--- config.mk ---
export PLATFORM = sky130hd
export DESIGN_NAME = btn_event_gen
export DESIGN_NICKNAME = d
export VERILOG_FILES = /design/src/rtl/yoda_pkg.sv /design/src/rtl/debounce_chan.sv /design/src/rtl/btn_event_gen.sv
export SDC_FILE = /design/constraint.sdc
export NUM_CORES = 1
export LEC_CHECK = 0
export BUFFER_PORTS_ARGS = -buffer_cell sky130_fd_sc_hd__buf_4
export CAP_MARGIN = 20
export CORE_MARGIN = 1
export CORE_UTILIZATION = 45
export DETAILED_ROUTE_END_ITERATION = 6
export PLACE_DENSITY = 0.58
export SETUP_SLACK_MARGIN = 0.2
export SLEW_MARGIN = 20
export SYNTH_ARGS = -nofsm -noshare
export SYNTH_HDL_FRONTEND = slang
export SYNTH_HIERARCHICAL = 1
export SYNTH_SLANG_ARGS = --single-unit
--- constraint.sdc ---
create_clock -name clk -period 2.1 [get_ports clk]
set_clock_uncertainty 0.1 [all_clocks]
set_input_delay 0.21 -clock clk [delete_from_list [all_inputs] [get_ports clk]]
set_output_delay 0.21 -clock clk [all_outputs]
set_load 0.01 [all_outputs]
--- src/rtl/yoda_pkg.sv ---
// Shared definitions for the mode-select front end: button channel indices,
// auto-repeat state encoding and default timing constants for a 50 MHz clock.
package yoda_pkg;

    localparam int unsigned BTN_CHANGE = 0;
    localparam int unsigned BTN_ACCEPT = 1;
    localparam int unsigned NUM_BTN    = 2;

    localparam int unsigned DEF_DEBOUNCE_CYCLES = 500000;    // 10 ms
    localparam int unsigned DEF_REPEAT_DELAY    = 25000000;  // 500 ms
    localparam int unsigned DEF_REPEAT_PERIOD   = 5000000;   // 100 ms
    localparam int unsigned DEF_CNT_W           = 25;

    typedef enum logic [1:0] {
        RepIdle,
        RepDelay,
        RepRepeat
    } rep_state_e;

endpackage

--- src/rtl/debounce_chan.sv ---
// One button channel: two-flop synchroniser, debounce counter and a
// single-cycle pulse on each rising edge of the debounced level.
module debounce_chan #(
    parameter int unsigned DEBOUNCE_CYCLES = 4,
    parameter int unsigned CNT_W           = 25
) (
    input  logic clk,
    input  logic rst_n,
    input  logic raw_i,
    output logic level_o,
    output logic pulse_o
);

    localparam logic [CNT_W-1:0] CntLim = CNT_W'(DEBOUNCE_CYCLES - 1);

    logic [1:0]       sync_q;
    logic [CNT_W-1:0] cnt_q, cnt_d;
    logic             level_q, level_d;
    logic             pulse_q, pulse_d;

    always_comb begin
        cnt_d   = cnt_q;
        level_d = level_q;
        pulse_d = 1'b0;
        if (sync_q[1] == level_q) begin
            cnt_d = '0;
        end else if (cnt_q == CntLim) begin
            level_d = ~level_q;
            cnt_d   = '0;
            pulse_d = ~level_q;
        end else begin
            cnt_d = cnt_q + CNT_W'(1);
        end
    end

    always_ff @(posedge clk or negedge rst_n) begin
        if (!rst_n) begin
            sync_q  <= 2'b00;
            cnt_q   <= '0;
            level_q <= 1'b0;
            pulse_q <= 1'b0;
        end else begin
            sync_q  <= {sync_q[0], raw_i};
            cnt_q   <= cnt_d;
            level_q <= level_d;
            pulse_q <= pulse_d;
        end
    end

    assign level_o = level_q;
    assign pulse_o = pulse_q;

endmodule

--- src/rtl/btn_event_gen.sv ---
// Change/accept event generator: two debounced channels, accept-over-change
// priority and, when BTN_AUTO_REPEAT_EN is defined, auto-repeat on change.
module btn_event_gen
    import yoda_pkg::*;
#(
    parameter int unsigned DEBOUNCE_CYCLES = DEF_DEBOUNCE_CYCLES,
    parameter int unsigned REPEAT_DELAY    = DEF_REPEAT_DELAY,
    parameter int unsigned REPEAT_PERIOD   = DEF_REPEAT_PERIOD,
    parameter int unsigned CNT_W           = DEF_CNT_W
) (
    input  logic clk,
    input  logic rst_n,
    input  logic btn_change_raw,
    input  logic btn_accept_raw,
    output logic change,
    output logic accept,
    output logic change_level,
    output logic accept_level
);

    logic [NUM_BTN-1:0] level;
    logic [NUM_BTN-1:0] pulse;

    debounce_chan #(
        .DEBOUNCE_CYCLES(DEBOUNCE_CYCLES),
        .CNT_W          (CNT_W)
    ) u_chan_change (
        .clk    (clk),
        .rst_n  (rst_n),
        .raw_i  (btn_change_raw),
        .level_o(level[BTN_CHANGE]),
        .pulse_o(pulse[BTN_CHANGE])
    );

    debounce_chan #(
        .DEBOUNCE_CYCLES(DEBOUNCE_CYCLES),
        .CNT_W          (CNT_W)
    ) u_chan_accept (
        .clk    (clk),
        .rst_n  (rst_n),
        .raw_i  (btn_accept_raw),
        .level_o(level[BTN_ACCEPT]),
        .pulse_o(pulse[BTN_ACCEPT])
    );

    assign change_level = level[BTN_CHANGE];
    assign accept_level = level[BTN_ACCEPT];
    assign accept       = pulse[BTN_ACCEPT];

`ifdef BTN_AUTO_REPEAT_EN
    localparam logic [CNT_W-1:0] DelayLim  = CNT_W'(REPEAT_DELAY - 1);
    localparam logic [CNT_W-1:0] PeriodLim = CNT_W'(REPEAT_PERIOD - 1);

    rep_state_e       state_q, state_d;
    logic [CNT_W-1:0] timer_q, timer_d;
    logic             rep_q, rep_d;

    always_comb begin
        state_d = state_q;
        timer_d = timer_q;
        rep_d   = 1'b0;
        unique case (state_q)
            RepIdle: begin
                timer_d = '0;
                // The press pulse is seen one cycle after it fires; that cycle counts.
                if (pulse[BTN_CHANGE]) begin
                    state_d = RepDelay;
                    timer_d = CNT_W'(1);
                end
            end
            RepDelay: begin
                if (timer_q >= DelayLim) begin
                    rep_d   = 1'b1;
                    state_d = RepRepeat;
                    timer_d = '0;
                end else begin
                    timer_d = timer_q + CNT_W'(1);
                end
            end
            RepRepeat: begin
                if (timer_q >= PeriodLim) begin
                    rep_d   = 1'b1;
                    timer_d = '0;
                end else begin
                    timer_d = timer_q + CNT_W'(1);
                end
            end
            default: state_d = RepIdle;
        endcase
        if (!level[BTN_CHANGE]) begin
            state_d = RepIdle;
            timer_d = '0;
            rep_d   = 1'b0;
        end
    end

    always_ff @(posedge clk or negedge rst_n) begin
        if (!rst_n) begin
            state_q <= RepIdle;
            timer_q <= '0;
            rep_q   <= 1'b0;
        end else begin
            state_q <= state_d;
            timer_q <= timer_d;
            rep_q   <= rep_d;
        end
    end

    // Gating with the level drops a repeat registered on the edge the level falls.
    assign change = (pulse[BTN_CHANGE] | (rep_q & level[BTN_CHANGE])) & ~pulse[BTN_ACCEPT];
`else
    // Repeat timing stays on the interface but has no hardware in this build.
    if (REPEAT_DELAY == 0 || REPEAT_PERIOD == 0) begin : g_repeat_unused
    end

    assign change = pulse[BTN_CHANGE] & ~pulse[BTN_ACCEPT];
`endif

endmodule

; ---- Word level (Yosys, flattened, before mapping)
; Cells that the tools add are included.
[op_classes]
n_div = 0
muxes = 8
addsub = 2
n_eq_ne = 4
reduce_logical = 2
order_cmp = 0
shifts = 0
n_mul = 0
bitwise_logic = 6
[ops]
columns = operator, n
row1 = 2-to-1 mux 25 bit, 4
row2 = adder 25 x 1 -> 25 bit (second input constant), 2
row3 = equality test 25 x 19 -> 1 bit (second input constant), 2
row4 = inverter 1 bit, 5
row5 = 2-to-1 mux 1 bit, 4
row6 = AND reduction 2 bit, 2
row7 = equality test 1 bit, 2
row8 = AND 1 bit, 1
[word_totals]
ram_bits = 0
reg_bits = 58
in_bits = 4
latchBits = 0
output_inout_bits = 4
mem_bits_ro = 0
n_memories = 0

; ---- Depth between registers and ports, before layout
[logic_depth]
word_depth = 3
ltp_mapped = 6
ltp_nobuf = 5

; ---- Cells and area by module
; Netlist, hierarchy kept.
[by_module_without_submodules]
columns = module, seq_area_each_um2, cells_per_inst, instances, area_each_um2
row1 = debounce_chan, 725.7, 142, 2, 1473.9
row2 = btn_event_gen, 0.0, 1, 1, 13.8

; ---- Least setup slack after synthesis
; No wires, ideal clock.
[synth_path]
path_type = flip-flop to flip-flop
startpoint = reg u_chan_accept.cnt_q[7]
endpoint = reg u_chan_accept.cnt_q[2]
n_path_buf = 1
t_arrival_ns = 1.545
stages_incl_launch_ff = 6
required_time_ns = 1.878
synth_period_minus_slack_ns = 1.767
path_slack_ns = 0.333
setup_time_ns = 0.122
cell_sequence = dfrtp_1 -> nor4b_1 -> nand4_1 -> o31ai_4 -> buf_2 -> nor2_1
[synth_via]
elab_chain_len = 3
[synth_rtl]
columns = element, line_no
row1 = from (decl), debounce_chan.sv:17  ; logic [CNT_W-1:0] cnt_q, cnt_d;
row2 = from (signal assigned), debounce_chan.sv:44  ; cnt_q <= cnt_d;
row3 = equality test 25 x 19 -> 1 bit, debounce_chan.sv:27  ; end else if (cnt_q == CntLim) begin
row4 = 2-to-1 mux 25 bit, debounce_chan.sv:27
row5 = 2-to-1 mux 25 bit, debounce_chan.sv:25  ; if (sync_q[1] == level_q) begin
row6 = named net u_chan_accept.cnt_d[2], debounce_chan.sv:17
; The timed path passes the listed nets, and every way through them passes these cells.
; A chain may end at the register's enable or synchronous reset.

; ---- Worst setup path in the final report
[layout_path]
startpoint = reg u_chan_change.cnt_q[11]
endpoint = reg u_chan_change.cnt_q[23]
[layout_via]
elab_chain_len = 3
elab_cells_between_ends = 4
cone_classes = add/sub (1) / eq/ne (1) / mux (2)
[layout_rtl]
columns = element, line_no
row1 = from (decl), debounce_chan.sv:17
row2 = from (signal assigned), debounce_chan.sv:44
row3 = adder 25 x 1 -> 25 bit or equality test 25 x 19 -> 1 bit (tied branches), "debounce_chan.sv:32, debounce_chan.sv:27"
row4 = 2-to-1 mux 25 bit (*), debounce_chan.sv:27
row5 = 2-to-1 mux 25 bit (*), debounce_chan.sv:25
row6 = named net u_chan_change.cnt_d[23], debounce_chan.sv:17
; The timed path passes the listed nets; every way through them passes the cells marked *.

==> impl_metrics.yaml <==
outcome:
  status: "completed"
cts:
  clkSinkCount: 58
  cts_buffer_depth: 2
  clkTransAtPathRegs_ps: 60
  clock_latency_ps: 330
  htreeDepth: 3
  cts-root-buf: "clkbuf_8"
  cts_tree: "yes"
  numCtsBuffers: 9
synth:
  netlist_area_mm2: 0.002962
  yosysTopAreaCell: "dfrtp_1"
  syn_nets: 291
  synthCells: 285
  synthDistinctLibCells: 34
  synth_top_area_share_pct: 49.01
  synthTopCellsByArea: "dfrtp_1, xor2_1, nor2_1"
  synth_ff_type: "dfrtp_1"
  synth.yosys.seq_area_share_pct: 49.01
  synth_edf_count: 0
  synth.ff_latch_count: 58
  async_reset_ff_share_pct: 100.0
  yosys_warnings: 6
  syn_area_per_cell_um2: 10.39
floorplanning:
  die_h_um: 83.13
  die_x_um: 83.13
  num_rows: 29
  ios: 8
  start_util_pct: 46.64
  core_area_mm2: 0.006350
  dieArea_mm2: 0.006910
final_layout:
  nets: 315
  diodes: 0
  drive_gt1_share_pct: 26.43
  final_area_mm2: 0.003535
  area_delta_synth_final_pct: 19.35
place:
  finalWeightedCongestion: 0.8229
  hpwl_mm: 3.977
  port_buffers: 7
  post_dp_cell_area_mm2: 0.003141
worst_setup_path:
  critical-path-slowest-cell: "or4_4"
  cp-start-kind: "register"
  crit_arrival_ps: 2000
  max_stage_delay_ps: 600
  ff2ff_path_depth: 4
  worstSetupEndpointType: "register"
  path_max_fanout: 5
  cp_num_cells: 4
  critPathTopFamily: "simple AND/OR/NAND/NOR gates"
  path_class: "reg -> reg"
  crit_required_ps: 2260
  crit_chain: "nand4_1, or4_4, or3_1, a21oi_2"
  path_buf_inv: 0
pwr:
  p_leak_nw: 1.464
  netSwitchingPower_mw: 0.5170
  p_clk_share_pct: 48.2
  p_seq_share_pct: 48.2
  power.density_mw_per_mm2: 672.2
  p_int_mw: 1.859
  switching_share_pct: 21.76
  comb_power_share_pct: 3.6
  ir_drop_uv: 388.6
  total_power_mw: 2.376
route:
  via_per_inst: 5.685
  drtPass1Iterations: 4
  drc: 0
  drt_first_iter_violations: 151
  postRouteWirelength_mm: 6.215
  vias: 2223
  wl_per_cell_um: 15.90
  ant_nets: 0
global_routing:
  grtUsageMet1_pct: 28.33
  use_met2_pct: 27.05
  grt_usage_pct: 19.11
  gr-total-overflow: 0
  grt_max_degree: 59
  grt_pass1_wl_mm: 10.49
  grt_antenna_before_repair: 0
  grt_busiest_layer: "met1"
  use_met3_pct: 4.274
  grt_pass1_vias: 2086
timing:
  drv_slew: 0
  rsz0062_at_grt: "true"
  finalCriticalPeriod_ps: 1836
  tns_ps: 0
  finalCritPeriodShare_pct: 87.41
  tightestPinTransition_ps: 725.4
  hold_viol: 0
  max_slew_margin_pct: 51.64
  max_freq_mhz: 544.8
  setup_viol: 0
hold_path:
  min_path_type: "reg -> reg"
  min_path_cells: 0
job:
  max_cap_violations: 0
## flip-flops by register name (all words and copies together), names as in the netlist
register / count
u_chan_change/sync_q: 2
u_chan_change/pulse_o: 1
u_chan_accept/sync_q: 2
u_chan_change/cnt_q: 25
u_chan_accept/cnt_q: 25
u_chan_change/level_o: 1
u_chan_accept/pulse_o: 1
u_chan_accept/level_o: 1
## final cells by class
class / count / area, um2
repair buffers: 23 / 205.2
clock inverters: 5 / 77.57
well taps: 77 / 96.34
flip-flops and latches: 58 / 1469
clock buffers: 11 / 141.4
fillers: 549 / 2815
inverters: 8 / 30.03
multi-input cells: 209 / 1515
## synth_stat cells, types with 4 or more instances
master	number
buf_2	8
or3_1	10
o21ai_0	16
nand4b_1	6
and3_1	6
a21oi_1	14
dfrtp_1	58
nand2_1	10
xor2_1	18
nor2_1	36
nor3_1	4
nand3_1	12
nand4_4	4
nor4b_1	4
nand4_1	12
nor4_1	10
inv_1	8
xnor2_1	14
and4_1	6
## path summary, 6_finish.rpt
kind                                                   startpoint                                end  slack, ps
worst min register to register  u_chan_change/sync_q[0]$_DFF_PN0_  u_chan_change/sync_q[1]$_DFF_PN0_        260
worst max register to register  u_chan_change/cnt_q[11]$_DFF_PN0_  u_chan_change/cnt_q[23]$_DFF_PN0_        260
max in group asynchronous                                   rst_n   u_chan_change/cnt_q[2]$_DFF_PN0_        990
min in group asynchronous                                   rst_n  u_chan_change/cnt_q[18]$_DFF_PN0_        380
worst max-delay path            u_chan_change/cnt_q[11]$_DFF_PN0_  u_chan_change/cnt_q[23]$_DFF_PN0_        260
worst min-delay path            u_chan_change/sync_q[0]$_DFF_PN0_  u_chan_change/sync_q[1]$_DFF_PN0_        260
## worst reg2reg max path: stages, from the launching register on
cell,delay [ps]
dfrtp_1,420
nand4_1,170
or4_4,600
or3_1,340
a21oi_2,130
## power groups by stage
stage / Clock (mW) / Sequential, mW / Combinational [mW]
floorplan: 0 / 1.16 / 0.0351
global placement: 0 / 1.17 / 0.0777
detailed placement: 0 / 1.17 / 0.0783
CTS: 1.18 / 1.14 / 0.0836
global route: 1.22 / 1.15 / 0.0965
finish: 1.15 / 1.15 / 0.0847
## cells by family (layout without fill, tap and decap cells)
group / Yosys count / in the layout / synth area share, %
simple gates: 139 / 139 / 30.21
flops: 58 / 58 / 49.01
compound gates: 34 / 34 / 7.098
xor+xnor: 32 / 32 / 9.463
buf+inv: 18 / 47 / 2.620
fa+ha+maj: 2 / 2 / 0.8448
mux: 2 / 2 / 0.7604
## cells in the final DEF (no fill, tap or decap), types with 12 or more instances in the layout
cell type and n:
nand3_1 12, a21oi_1 14, dfrtp_2 14, dfrtp_1 44, xor2_1 18, buf_4 18
xnor2_1 14, o21ai_0 16, nor2_1 36, nand4_1 12
## timing repair
item | 4_1_cts | 5_1_grt
pin swaps | 0 | 10
hold buffers | 3 | 0
gates resized for setup | 4 | 24
endpoints found under the hold margin | 60 | 0
endpoints found under the setup margin | 48 | 51
setup buffers | 0 | 6
## per-stage QoR
step	worst slack (ps)	utilization, %	hold WS [ps]	std cells
6_report	264.4	55.67	258.1	391
5_1_grt	183.3	55.67	268.8	391
4_1_cts	173.7	53.79	261.5	385
3_5_place_dp	101.9	49.46	221.5	366
3_3_place_gp	109.7	49.46	219.4	366
2_1_floorplan	332.7	-	-185.6	285
## routing by layer
layer | up-vias | part of all wire, %
li1 | 1080 | -
met1 | 1099 | 52
met2 | 36 | 43
met3 | 8 | 4.0
met4 | 0 | 1.2
met5 | - | 0
No activity file was read; power rests on OpenSTA's default activity.
